### src/rtl/stf_preamble_inserter.sv
// ---------------------------------------------------------------------------
// stf_preamble_inserter
//
// TX-side short-training-field inserter. Every AXI-Stream I/Q payload packet
// is preceded by SHORT_REPS repetitions of a programmable SHORT_LEN-sample
// short symbol held in a small pattern RAM. An optional run of GAP_LEN zero
// samples follows each packet. This gives the receiver's autocorrelator a
// clean plateau to lock onto.
//
// Parameters
//   SHORT_LEN  : samples per short symbol (power of two, 1..16)
//   SHORT_REPS : short-symbol repetitions per preamble (1..255)
//   GAP_LEN    : zero samples after each packet's tlast (0 = no gap)
//
// Optional build macro
//   STF_PREAMBLE_WINDOW_EN : when defined, the first preamble beat of each
//   frame (pattern[0]) and the first gap beat (the last payload sample) are
//   emitted at half amplitude. Each of I and Q is shifted right
//   arithmetically by one, which gives a soft transition window.
//
// Ports
//   clk, reset      : clock, synchronous active-high reset (clears pattern RAM)
//   clear           : synchronous soft clear, pattern RAM retained
//   pat_we/addr/data: pattern RAM write port, sample = {I[31:16], Q[15:0]}
//   i_t*            : payload AXI-Stream slave
//   o_t*            : output AXI-Stream master
//   busy            : high whenever the FSM is not idle
//   frame_count     : completed frames, wraps modulo 2^16
// ---------------------------------------------------------------------------
module stf_preamble_inserter #(
    parameter int SHORT_LEN  = 16,
    parameter int SHORT_REPS = 10,
    parameter int GAP_LEN    = 0
) (
    input  logic        clk,
    input  logic        reset,
    input  logic        clear,
    input  logic        pat_we,
    input  logic [3:0]  pat_addr,
    input  logic [31:0] pat_data,
    input  logic [31:0] i_tdata,
    input  logic        i_tlast,
    input  logic        i_tvalid,
    output logic        i_tready,
    output logic [31:0] o_tdata,
    output logic        o_tlast,
    output logic        o_tvalid,
    input  logic        o_tready,
    output logic        busy,
    output logic [15:0] frame_count
);

    typedef enum logic [1:0] {
        ST_IDLE,
        ST_PREAMBLE,
        ST_PAYLOAD,
        ST_GAP
    } state_t;

    localparam logic [3:0]  IDX_LAST = 4'(SHORT_LEN - 1);
    localparam logic [7:0]  REP_LAST = 8'(SHORT_REPS - 1);
    localparam bit          HAS_GAP  = (GAP_LEN > 0);
    localparam logic [15:0] GAP_LAST = HAS_GAP ? 16'(GAP_LEN - 1) : 16'd0;

    state_t      state;
    logic [3:0]  sample_idx;
    logic [7:0]  rep_cnt;
    logic [15:0] gap_cnt;
    logic [31:0] pattern_ram [16];
    logic        out_fire;
    logic        in_fire;

`ifdef STF_PREAMBLE_WINDOW_EN
    logic [31:0] last_payload;

    // Halve both I and Q while keeping their sign (arithmetic shift by one).
    function automatic logic [31:0] halve(input logic [31:0] s);
        return {s[31], s[31:17], s[15], s[15:1]};
    endfunction
`endif

    assign out_fire = o_tvalid & o_tready;
    assign in_fire  = i_tvalid & i_tready;
    assign busy     = (state != ST_IDLE);

    // The pattern RAM is a plain register file with an asynchronous read.
    // Writes land at the clock edge and are visible on the next cycle, even
    // mid-preamble. Only a hard reset wipes it; a soft clear keeps it so the
    // host does not have to reload the symbol after aborting a frame.
    always_ff @(posedge clk) begin
        if (reset) begin
            for (int i = 0; i < 16; i++) begin
                pattern_ram[i] <= 32'd0;
            end
        end else if (pat_we) begin
            pattern_ram[pat_addr] <= pat_data;
        end
    end

    // Main sequencer. The preamble walks sample_idx through one short symbol
    // and counts symbols in rep_cnt. The payload is forwarded untouched until
    // its tlast beat, and the optional gap counts zero beats. Either reset
    // source abandons an in-flight frame without counting it.
    always_ff @(posedge clk) begin
        if (reset || clear) begin
            state        <= ST_IDLE;
            sample_idx   <= 4'd0;
            rep_cnt      <= 8'd0;
            gap_cnt      <= 16'd0;
            frame_count  <= 16'd0;
`ifdef STF_PREAMBLE_WINDOW_EN
            last_payload <= 32'd0;
`endif
        end else begin
            case (state)
                ST_IDLE: begin
                    if (i_tvalid) begin
                        state <= ST_PREAMBLE;
                    end
                end

                ST_PREAMBLE: begin
                    if (out_fire) begin
                        if (sample_idx == IDX_LAST) begin
                            sample_idx <= 4'd0;
                            if (rep_cnt == REP_LAST) begin
                                rep_cnt <= 8'd0;
                                state   <= ST_PAYLOAD;
                            end else begin
                                rep_cnt <= rep_cnt + 8'd1;
                            end
                        end else begin
                            sample_idx <= sample_idx + 4'd1;
                        end
                    end
                end

                ST_PAYLOAD: begin
                    if (in_fire) begin
`ifdef STF_PREAMBLE_WINDOW_EN
                        last_payload <= i_tdata;
`endif
                        if (i_tlast) begin
                            frame_count <= frame_count + 16'd1;
                            state       <= HAS_GAP ? ST_GAP : ST_IDLE;
                        end
                    end
                end

                ST_GAP: begin
                    if (out_fire) begin
                        if (gap_cnt == GAP_LAST) begin
                            gap_cnt <= 16'd0;
                            state   <= ST_IDLE;
                        end else begin
                            gap_cnt <= gap_cnt + 16'd1;
                        end
                    end
                end

                default: begin
                    state <= ST_IDLE;
                end
            endcase
        end
    end

    // Output steering. Preamble and gap beats are sourced locally, and the
    // payload path is a zero-latency combinational pass-through so that the
    // upstream source sees the radio's backpressure directly.
    always_comb begin
        o_tvalid = 1'b0;
        o_tdata  = 32'd0;
        o_tlast  = 1'b0;
        i_tready = 1'b0;
        case (state)
            ST_PREAMBLE: begin
                o_tvalid = 1'b1;
                o_tdata  = pattern_ram[sample_idx];
`ifdef STF_PREAMBLE_WINDOW_EN
                if ((sample_idx == 4'd0) && (rep_cnt == 8'd0)) begin
                    o_tdata = halve(pattern_ram[0]);
                end
`endif
            end
            ST_PAYLOAD: begin
                o_tvalid = i_tvalid;
                o_tdata  = i_tdata;
                o_tlast  = i_tlast;
                i_tready = o_tready;
            end
            ST_GAP: begin
                o_tvalid = 1'b1;
                o_tdata  = 32'd0;
`ifdef STF_PREAMBLE_WINDOW_EN
                if (gap_cnt == 16'd0) begin
                    o_tdata = halve(last_payload);
                end
`endif
            end
            default: begin
                o_tvalid = 1'b0;
            end
        endcase
    end

endmodule

### config.mk
export PLATFORM = sky130hd
export DESIGN_NAME = stf_preamble_inserter
export DESIGN_NICKNAME = d
export VERILOG_FILES = /design/src/rtl/stf_preamble_inserter.sv
export SDC_FILE = /design/constraint.sdc
export NUM_CORES = 1
export LEC_CHECK = 0
export ABC_CLOCK_PERIOD_IN_PS = 2450
export CAP_MARGIN = 20
export CORE_UTILIZATION = 60
export DETAILED_ROUTE_END_ITERATION = 8
export PLACE_DENSITY_LB_ADDON = 0.08
export SYNTH_ARGS = -nofsm -noshare
export SYNTH_HDL_FRONTEND = slang
export SYNTH_SLANG_ARGS = --single-unit
### constraint.sdc
create_clock -name clk -period 2.45 [get_ports clk]
set_input_delay 0.3675 -clock clk [delete_from_list [all_inputs] [get_ports clk]]
set_output_delay 0.3675 -clock clk [all_outputs]
set_load 0.1 [all_outputs]
# == Yosys cells after proc, flatten, opt, wreduce, memory -nomap -nowiden ==
# Memories as Yosys holds them, arrays and structs flattened. A register that Yosys moved wholly into a read port is not among the register bits.
# Cells that the tools add are included.
# word_totals
memories,1
out_inout_bits,52
reg_bits,46
in_bits,75
ram_bits,512
elab_cells,62
# memory_table
name,depth,width,read_ports,rd_ports_with_merged_regs,wr,line_no,rtl
pattern_ram,16,32,1,1,16,69,logic [31:0] pattern_ram [16];
# op_classes
n_eq_ne,13
n_bitwise,2
mux,26
reduce_logical,11
add_sub_neg,4
# ops
op,count
one-hot mux 32 bit (2 select lines),1
adder 16 x 1 -> 16 bit (second input constant),2
2-to-1 mux 32 bit,1
OR reduction 32 bit,1
logical NOT 16 bit,1
2-to-1 mux 16 bit,1
2-to-1 mux 2 bit,8
2-to-1 mux 4 bit,4
!= test 2 bit (second input constant),8
adder 8 x 1 -> 8 bit (second input constant),1
equality test 8 x 4 -> 1 bit (second input constant),1
2-to-1 mux 1 bit,8
2-to-1 mux 8 bit,1
one-hot mux 2 bit (4 select lines),1
AND reduction 8 bit,1
AND reduction 3 bit,2
adder 4 x 1 -> 4 bit (second input constant),1
equality test 2 bit (second input constant),2
equality test 4 bit (second input constant),1
AND reduction 2 bit,2
bitwise AND 1 bit,2
equality test 2 x 1 -> 1 bit (second input constant),1
logical NOT 2 bit,1
one-hot mux 1 bit (2 select lines),1
other kinds (3),3

# == Depth between registers and ports, before layout ==
# Gate-level depths: netlist (run 1).
# depth
word_depth,7
mapped_depth,8
ltp_nobuf,6

# == Least setup slack after synthesis (run 1) ==
# No wires, ideal clock.
# synth_timing
kind,register to output
startpoint,register with a tool-made name
endpoint,output o_tdata[13]
stages_incl_launch_ff,7
required_time_ns,2.082
arrival_time_ns,3.581
setup_slack_ns,-1.498
path_buffers,4
path_cell_list,dfxtp_1 > buf_2 > buf_2 > buf_1 > clkbuf_1 > a21oi_1 > o31ai_1
# synth_rtl
element,line_no,rtl
end: declaration,45,"output logic [31:0] o_tdata,"

==> impl_metrics.json, run 1 <==
{
  "outcome": "finished with violations",
  "failed_checks": "negative setup slack",
  "final_common_cell": "and2_1",
  "period_needed_ns": 3.01,
  "fin_ws_ns": -0.561,
  "maxSlewHeadroom": 0.614,
  "ys_seq_area_frac": 0.626,
  "coreArea_um2": 43000,
  "cp_data_arrival_time_ns": 2.64,
  "clk_latency_ns": 0.61,
  "whs_ns": 0.475,
  "grt_max_degree": 39,
  "ir_worst_vdd_uv": 606,
  "fin_nets": 2164,
  "antenna_left": 0,
  "setup_violations": 32,
  "cts_made_buffers": 58,
  "power.total_mw": 21.1,
  "synth.cell_area_um2": 26100,
  "post-route-period-util": 1.23,
  "area_delta_synth_final_pct": 23.5,
  "avgSynthCellArea_um2": 13.8,
  "antenna_found_initial": 1,
  "powerDensity_nw_per_um2": 654,
  "final_area_um2": 32300,
  "endpoint_kind": "output pin",
  "synthCells": 1891,
  "synth_flop_cell": "edfxtp_1",
  "fp.dieH_um": 211,
  "drtPass1Iterations": 5,
  "gp_congestion": 0.845,
  "cts_sinks": 562,
  "vias": 16790,
  "die_area_um2": 44400,
  "grt_pass1_wl_um": 107000,
  "place_inst": 2570,
  "fin_cells": 2708,
  "cts_tree": "built",
  "ys_types": 55,
  "final_cell_mix": "and2_1 (515), edfxtp_1 (512), buf_4 (102), buf_12 (77), clkdlybuf4s50_1 (74)",
  "cts_htree_levels": 2,
  "num_rows": 76,
  "synth_warnings": 0,
  "root_buffer": "clkbuf_16",
  "fin_util": 0.751,
  "clk_pin_slew_ns": 0.06,
  "drt_iter0_markers": 1730,
  "ys_ff_latch": 562,
  "ys_async_sr_fraction": 0,
  "fillers": 2718,
  "critPathRequiredTime_ns": 2.08,
  "start_kind": "flip-flop",
  "maxSlewViolCount": 0,
  "ios": 127,
  "crit_fanout": 6,
  "p_leak_nw": 11.0,
  "grt_overflow": 0,
  "die_x_um": 211,
  "hpwl_um": 42100,
  "finalWirelength_um": 72300,
  "fmax_ghz": 0.332,
  "syn_nets": 1978,
  "gr-usage-all-layers": 0.331,
  "clockBufferDepth": 3,
  "start_util": 0.608,
  "maxCapViolCount": 0,
  "synth-edff-count": 512,
  "holdBufCountCts": 0,
  "fin_worst_skew_ns": 0.00571,
  "final_hold_viol_count": 0,
  "drive_above_1_share": 0.264,
  "port_buffers": 126,
  "via_per_inst": 6.20,
  "worst_pin_slew_ns": 0.578,
  "dpl_cell_area_um2": 29600,
  "post-route-drc-count": 0,
  "worstHoldPathType": "reg -> reg",
  "routedWlPerCell_um": 26.7,
  "worst-setup-path-type": "reg -> out",
  "rsz0062_at_grt": "yes",
  "grt_pass1_vias": 16931
}
[synthesized netlist by cell type (all sizes together) (5+ instances only)]
library cell  instances  area share
inv                  16      0.0023
nor2b                 5      0.0012
mux2                 84       0.036
or3                  12      0.0029
o211ai                6      0.0017
o221ai                7      0.0023
mux2i                58       0.022
a211oi                8      0.0023
xnor2                12      0.0040
nor4                  6      0.0014
nand2                34      0.0049
a22oi                22      0.0063
dfxtp                50       0.038
nor3                 14      0.0027
o21bai               27      0.0078
nand3                13      0.0025
ha                   12      0.0057
nand4                16      0.0044
nand2b                6      0.0014
o31ai                23      0.0066
a21oi                42      0.0080
o22ai                25      0.0060
clkbuf              116       0.017
edfxtp              512        0.59
o21ai                35      0.0067
buf                  32      0.0059
or2                  18      0.0043
xor2                 11      0.0037
mux4                 72       0.062
nor2                 45      0.0065
and2                517        0.12
or4                   6      0.0019
[critical path: stages, from the launching register on]
cell	delay, ns
dfxtp_4	0.37
buf_12	0.14
buf_12	0.14
buf_12	0.12
mux4_2	0.48
mux2i_1	0.20
nor2_1	0.07
a221o_2	0.33
buf_12	0.17
[where the power goes]
| group | total (mW) | leakage, nW | switching (mW) | internal [mW] |
|---|---|---|---|---|
| sequential | 11.1 | 5.29 | 0.147 | 10.9 |
| clock | 8.70 | 0.913 | 3.64 | 5.06 |
| combinational | 1.33 | 4.84 | 0.788 | 0.541 |
| total | 21.1 | 11.0 | 4.58 | 16.5 |
[sequential cells by signal (all words and copies together) (netlist names), named ones only]
| name | cells |
|---|---|
| pattern_ram | 512 |
| frame_count | 16 |
| gap_cnt | 16 |
| rep_cnt | 8 |
| sample_idx | 4 |
| state | 2 |
[path summary, 6_finish.rpt]
kind | start | end | slack, ns | depth (start not counted)
worst max-delay path | flip-flop | o_tdata[4] | -0.56 | 8
worst min-delay path | frame_count[1] | frame_count[1] | 0.48 | 2
worst max register to register | state[0] | frame_count[15] | 0.33 | 7
worst min register to register | frame_count[1] | frame_count[1] | 0.48 | 2
[layer usage]
metal	track usage	vias to the layer above	share of wire
met1	0.454	8472	0.40
met5	0	-	0.00017
met4	0.114	2	0.032
met3	0.0604	163	0.089
met2	0.536	830	0.48
li1	-	7323	-
[what timing repair did]
| item | 4_1_cts | 5_1_grt |
|---|---|---|
| cloned | 7 | 1 |
| hold endpoints to repair | 0 | 0 |
| pin swaps | 30 | 13 |
| buffers inserted | 23 | 3 |
| setup endpoints to repair | 32 | 32 |
| resized for setup | 85 | 30 |
[layout make-up]
cell class / instances / area (µm²) / share of cell area
sequential: 562 / 16400 / 0.508
multi-input combinational: 1165 / 9770 / 0.302
timing repair buffer: 274 / 3470 / 0.108
clock buffer: 79 / 1630 / 0.0506
tap: 585 / 732 / 0.0227
clock inverter: 26 / 226 / 0.00701
inverter: 16 / 60.1 / 0.00186
antenna: 1 / 2.50 / 0.0000775
[per-stage QoR]
stage               setup TNS (ns)  worst slack, ns
CTS                         -16.40           -0.576
global route                -17.91           -0.639
floorplan                    -2.90           -0.472
detailed placement        -0.00596         -0.00596
finish                      -15.47           -0.561
global placement                 0           0.0262
[cell families (layout without fill, tap and decap cells)]
logic type      Yosys count  after routing  share of synthesized area
flops                   562            562                      0.626
compound gates          207            207                     0.0519
other cells               0              1                          0
xor+xnor                 23             23                    0.00770
mux                     214            214                      0.120
buf+inv                 164            395                     0.0249
fa+ha+maj                12             12                    0.00574
simple gates            709            709                      0.163
Note: power is estimated with default switching activity, not from simulation.
==> inputs of run 2 (changes only) <==
Settings changed: CORE_ASPECT_RATIO from default to 2, GPL_TIMING_DRIVEN from default to 1.
==> run 2 against run 1 <==
The flow still finishes with violations (negative setup slack). Combinational power hardly changed. Power decreased by 6.2%. Setup slack worse by 0.061 ns. Sequential power hardly changed. Critical path depth unchanged. Register-to-register slack got worse by 0.04 ns. Maximum frequency fell by 2.0%. Die area increased by 0.11%. Design area is 0.83% lower. Wire length up 3.7%. Via count barely moved. Core utilization decreased by 0.38 points.
==> impl_metrics.json, run 2 (synthesized netlist as in run 1, its figures left out) <==
{
  "outcome": "finished with violations",
  "failed_checks": "negative setup slack",
  "area_delta_synth_final_pct": 22.5,
  "start_kind": "flip-flop",
  "cp_slowest_cell": "mux4_2",
  "worst_pin_slew_ns": 0.858,
  "fmax_ghz": 0.326,
  "crit_path_max_incr_delay_ns": 0.48,
  "maxSlewHeadroom": 0.426,
  "preCtsSetupSlack_ns": -0.111,
  "via_per_inst": 6.28,
  "cp_top_family": "multiplexers",
  "final_common_cell": "and2_1",
  "final_cell_mix": "and2_1 (516), edfxtp_1 (512), buf_4 (119), buf_12 (76), clkdlybuf4s50_1 (74)",
  "crit_fanout": 7,
  "drt_iter0_markers": 1618,
  "rsz0062_at_grt": "yes",
  "grt_overflow": 0,
  "ff2ff_setup_slack_ns": 0.29,
  "powerDensity_nw_per_um2": 618,
  "cts_htree_levels": 2,
  "vias": 16796,
  "clk_latency_ns": 0.57,
  "die_area_um2": 44500,
  "fillers": 2686,
  "regMostFlops": "pattern_ram",
  "num_rows": 107,
  "fin_ws_ns": -0.622,
  "fin_cells": 2675,
  "setup_violations": 32,
  "worst-path-buf-inv": 4,
  "antenna_left": 0,
  "fp.dieH_um": 297,
  "hpwl_um": 46800,
  "finalWirelength_um": 75000,
  "cts_made_buffers": 49,
  "post-route-period-util": 1.25,
  "maxSlewViolCount": 0,
  "place_inst": 2545,
  "grt_pass1_wl_um": 108000,
  "fin_worst_skew_ns": 0.0148,
  "period_needed_ns": 3.07,
  "largest_register_ffs": 512,
  "fin_nets": 2178,
  "antenna_found_initial": 1,
  "die_x_um": 150,
  "dpl_cell_area_um2": 29600,
  "worstHoldPathType": "reg -> reg",
  "critPathRequiredTime_ns": 2.08,
  "clockBufferDepth": 3,
  "start_util": 0.610,
  "regArea_um2": 16400,
  "grt_max_degree": 33,
  "fin_util": 0.748,
  "gp_congestion": 0.902,
  "largest_registers": "pattern_ram x512, frame_count x16, gap_cnt x16",
  "root_buffer": "clkbuf_16",
  "maxCapViolCount": 0,
  "crit_path_cell_trace": "buf_12, buf_4, mux4_2, mux2_4, a22oi_2, buf_4, o31ai_4, buf_12",
  "gr-usage-all-layers": 0.343,
  "post-route-drc-count": 0,
  "endpoint_kind": "output pin",
  "grt_pass1_vias": 17331,
  "drive_above_1_share": 0.262,
  "ios": 127,
  "tns_ns": -17.27,
  "routedWlPerCell_um": 28.0,
  "port_buffers": 126,
  "final_hold_viol_count": 0,
  "cts_sinks": 562,
  "multiInputGateArea_um2": 9750,
  "clk_pin_slew_ns": 0.07,
  "cts_tree": "built",
  "final_area_um2": 32000,
  "cp_data_arrival_time_ns": 2.70,
  "drtPass1Iterations": 6,
  "ir_worst_vdd_uv": 638,
  "coreArea_um2": 42800,
  "worst-setup-path-type": "reg -> out",
  "p_leak_nw": 11.0
}
run 2: cell count changes in the layout (fill, tap and decap cells not counted), sizes merged:
cell	change
inv	+1
clkinvlp	-1
bufinv	-3
buf	+22
clkinv	+1
clkbuf	-12
bufbuf	-1
run 2: where the power goes:
| group | internal (mW) | leakage, nW | switching [mW] |
|---|---|---|---|
| combinational | 0.532 | 4.94 | 0.801 |
| clock | 3.96 | 0.730 | 3.43 |
| sequential | 10.9 | 5.29 | 0.148 |
| total | 15.4 | 11.0 | 4.38 |
run 2: path summary, 6_finish.rpt:
path / from / cells after the start / endpoint
max: flip-flop / 8 / o_tdata[25]
min: frame_count[1] / 2 / frame_count[1]
max reg2reg: state[0] / 7 / frame_count[12]
min reg2reg: frame_count[1] / 2 / frame_count[1]
run 2: metal layers:
metal  up-vias  wire, µm  share of wire  track usage
li1       7337         -              -            -
met1      8427     25000           0.33        0.372
met3       210      4930          0.066       0.0472
met4         0      4600          0.061        0.188
met2       822     40400           0.54        0.629
met5         -         0              0            0
run 2: metrics by stage:
step,total power [mW],hold slack [ns]
floorplan,11.9,0.458
CTS,19.8,0.476
global placement,12.5,0.462
finish,19.8,0.486
global route,20.3,0.502
detailed placement,12.6,0.467
run 2: worst reg2reg max path, stage by stage (launching register included):
cell	delay [ns]
dfxtp_2	0.35
inv_1	0.11
ha_1	0.19
buf_4	0.15
nand4_4	0.15
or4_1	0.64
or3_1	0.36
a21oi_1	0.14
run 2: what timing repair did:
action / CTS / global route
hold buffers: 0 / 0
gates cloned: 3 / 4
resized for setup: 72 / 29
buffers inserted: 10 / 25
pin swaps: 19 / 15
setup endpoints to repair: 32 / 32
run 2: final cells by class:
cell class / instances / area share
flip-flops and latches: 562 / 0.512
multi-input cells: 1165 / 0.305
repair buffers: 297 / 0.114
clock buffers: 65 / 0.0418
well taps: 545 / 0.0213
clock inverters: 24 / 0.00484
inverters: 16 / 0.00188
diodes: 1 / 0.0000781
==> inputs of run 3 (changes only) <==
Settings changed: GPL_TIMING_DRIVEN 1 to 0.
==> run 3 against run 2 <==
The run still ends with negative setup slack left. Final cell count grew 0.41%. Global-route usage grew 3.6 points. Critical path depth increased by 1. Sequential cell count did not move. Sequential share of layout area grew 0.78 points. Register-to-register slack lost 0.07 ns. Worst hold slack worse by 0.0079 ns. Maximum frequency shrank 5.6%. Power up 2.6%.
==> impl_metrics.json, run 3 (synthesized netlist as in run 1, its figures left out) <==
{
  "grt_max_degree": 33,
  "p_leak_nw": 10.7,
  "regMostFlops": "pattern_ram",
  "antenna_left": 0,
  "die_x_um": 150,
  "coreArea_um2": 42800,
  "start_util": 0.610,
  "drtPass1Iterations": 5,
  "post-route-drc-count": 0,
  "start_kind": "flip-flop",
  "ios": 127,
  "cts_htree_levels": 2,
  "final_hold_viol_count": 0,
  "grt_pass1_vias": 17709,
  "period_needed_ns": 3.25,
  "vias": 17163,
  "pwr-share-seq": 0.546,
  "critPathRequiredTime_ns": 2.08,
  "drt_iter0_markers": 1648,
  "cp_data_arrival_time_ns": 2.89,
  "cts_tree": "built",
  "finalWirelength_um": 82400,
  "via_per_inst": 6.39,
  "root_buffer": "clkbuf_16",
  "power_frac_comb": 0.065,
  "power.share.switching": 0.225,
  "largest_register_ffs": 512,
  "hpwl_um": 56100,
  "port_buffers": 126,
  "drive_above_1_share": 0.222,
  "tns_ns": -22.63,
  "hp-start": "frame_count[1]",
  "fin_ws_ns": -0.804,
  "p_sw_mw": 4.57,
  "gp_congestion": 0.946,
  "routedWlPerCell_um": 30.7,
  "fillers": 2766,
  "endpoint_kind": "output pin",
  "fmax_ghz": 0.307,
  "worstHoldPathType": "reg -> reg",
  "largest_registers": "pattern_ram x512, frame_count x16, gap_cnt x16",
  "internal_power_mw": 15.7,
  "area_delta_synth_final_pct": 20.6,
  "maxCapViolCount": 0,
  "post-route-period-util": 1.33,
  "p_clk_frac": 0.389,
  "whs_ns": 0.478,
  "cts_sinks": 562,
  "final_cell_mix": "and2_1 (516), edfxtp_1 (512), clkbuf_1 (93), clkdlybuf4s50_1 (74), mux4_2 (72)",
  "die_area_um2": 44500,
  "cts_made_buffers": 49,
  "final_common_cell": "and2_1",
  "worst-setup-path-type": "reg -> out",
  "dpl_cell_area_um2": 28500,
  "crit_fanout": 7,
  "worst_pin_slew_ns": 0.988,
  "grt_pass1_wl_um": 116000,
  "fp.dieH_um": 297,
  "gr-usage-all-layers": 0.379,
  "powerDensity_nw_per_um2": 644,
  "clk_pin_slew_ns": 0.07,
  "clockBufferDepth": 3,
  "failed_checks": "negative setup slack",
  "final_area_um2": 31500,
  "num_rows": 107,
  "ff2ff_path_depth": 7,
  "grt_overflow": 0,
  "timing.rr.start": "state[0]",
  "fin_nets": 2187,
  "maxSlewViolCount": 0,
  "ir_worst_vdd_uv": 647,
  "rsz0062_at_grt": "yes",
  "outcome": "finished with violations",
  "power.total_mw": 20.3,
  "clk_latency_ns": 0.57,
  "setup_violations": 32,
  "fin_worst_skew_ns": 0.00979,
  "antenna_found_initial": 5,
  "maxSlewHeadroom": 0.344,
  "whs_path_depth": 2
}
## run 3: changes by cell type in the layout (fill, tap and decap cells not counted), sizes merged, moves of 2 or more
| cell | previous run | this run |
|---|---|---|
| bufbuf | 2 | 0 |
| bufinv | 1 | 5 |
| dlygate4sd2 | 0 | 14 |
| or2 | 18 | 25 |
| dlymetal6s2s | 0 | 2 |
| buf | 215 | 94 |
| clkinv | 19 | 21 |
| clkbuf | 71 | 173 |
## run 3: routing by layer
metal | up-vias | part of all wire | track usage
li1 | 7368 | - | -
met1 | 8498 | 0.31 | 0.391
met2 | 970 | 0.52 | 0.653
met3 | 321 | 0.070 | 0.0549
met4 | 6 | 0.11 | 0.341
met5 | - | 0.00050 | 0
## run 3: timing repair
action,in CTS,in global routing
pin swaps,33,13
hold buffers,0,0
gates resized for setup,517,43
gates cloned,12,1
buffers inserted,8,15
endpoints found under the setup margin,434,361
endpoints found under the hold margin,0,0
## run 3: per-stage QoR
stage,cells,util,setup WS [ns]
after floorplan,1891,-,-0.472
after global placement,2562,0.665,-1.83
after detailed placement,2562,0.665,-1.83
after CTS,2670,0.732,-0.731
after global routing,2684,0.736,-0.806
final,2686,0.736,-0.804
## run 3: area by class of cell
type / instances / area (µm²) / share of cell area
flip-flops and latches: 562 / 16400 / 0.520
repair buffers: 154 / 1870 / 0.0592
well taps: 545 / 682 / 0.0216
clock inverters: 31 / 293 / 0.00928
inverters: 16 / 60.1 / 0.00190
diodes: 2 / 5.00 / 0.000159
clock buffers: 59 / 1310 / 0.0414
multi-input cells: 1172 / 9960 / 0.316
plain buffers: 145 / 972 / 0.0308
## run 3: critical path: stages, from the launching register on
cell and delay (ns):
dfxtp_4 0.42, buf_12 0.14, buf_4 0.12, buf_12 0.10, buf_16 0.11, mux4_2 0.49
mux2_4 0.29, a22oi_2 0.27, o31ai_4 0.16, buf_12 0.19
## run 3: worst paths after layout
path	end	slack [ns]
setup / recovery	o_tdata[24]	-0.80
hold reg to reg	frame_count[1]	0.48
hold / removal	frame_count[1]	0.48
setup reg to reg	gap_cnt[14]	0.22
## run 3: power by group through the flow
| stage | sequential, mW | clock, mW | combinational, mW |
|---|---|---|---|
| 3_5_place_dp | 11.3 | 0 | 1.20 |
| 3_3_place_gp | 11.2 | 0 | 1.18 |
| 5_1_grt | 11.1 | 8.22 | 1.36 |
| 2_1_floorplan | 11.2 | 0 | 0.641 |
| 6_report | 11.1 | 7.91 | 1.32 |
| 4_1_cts | 11.1 | 7.88 | 1.29 |
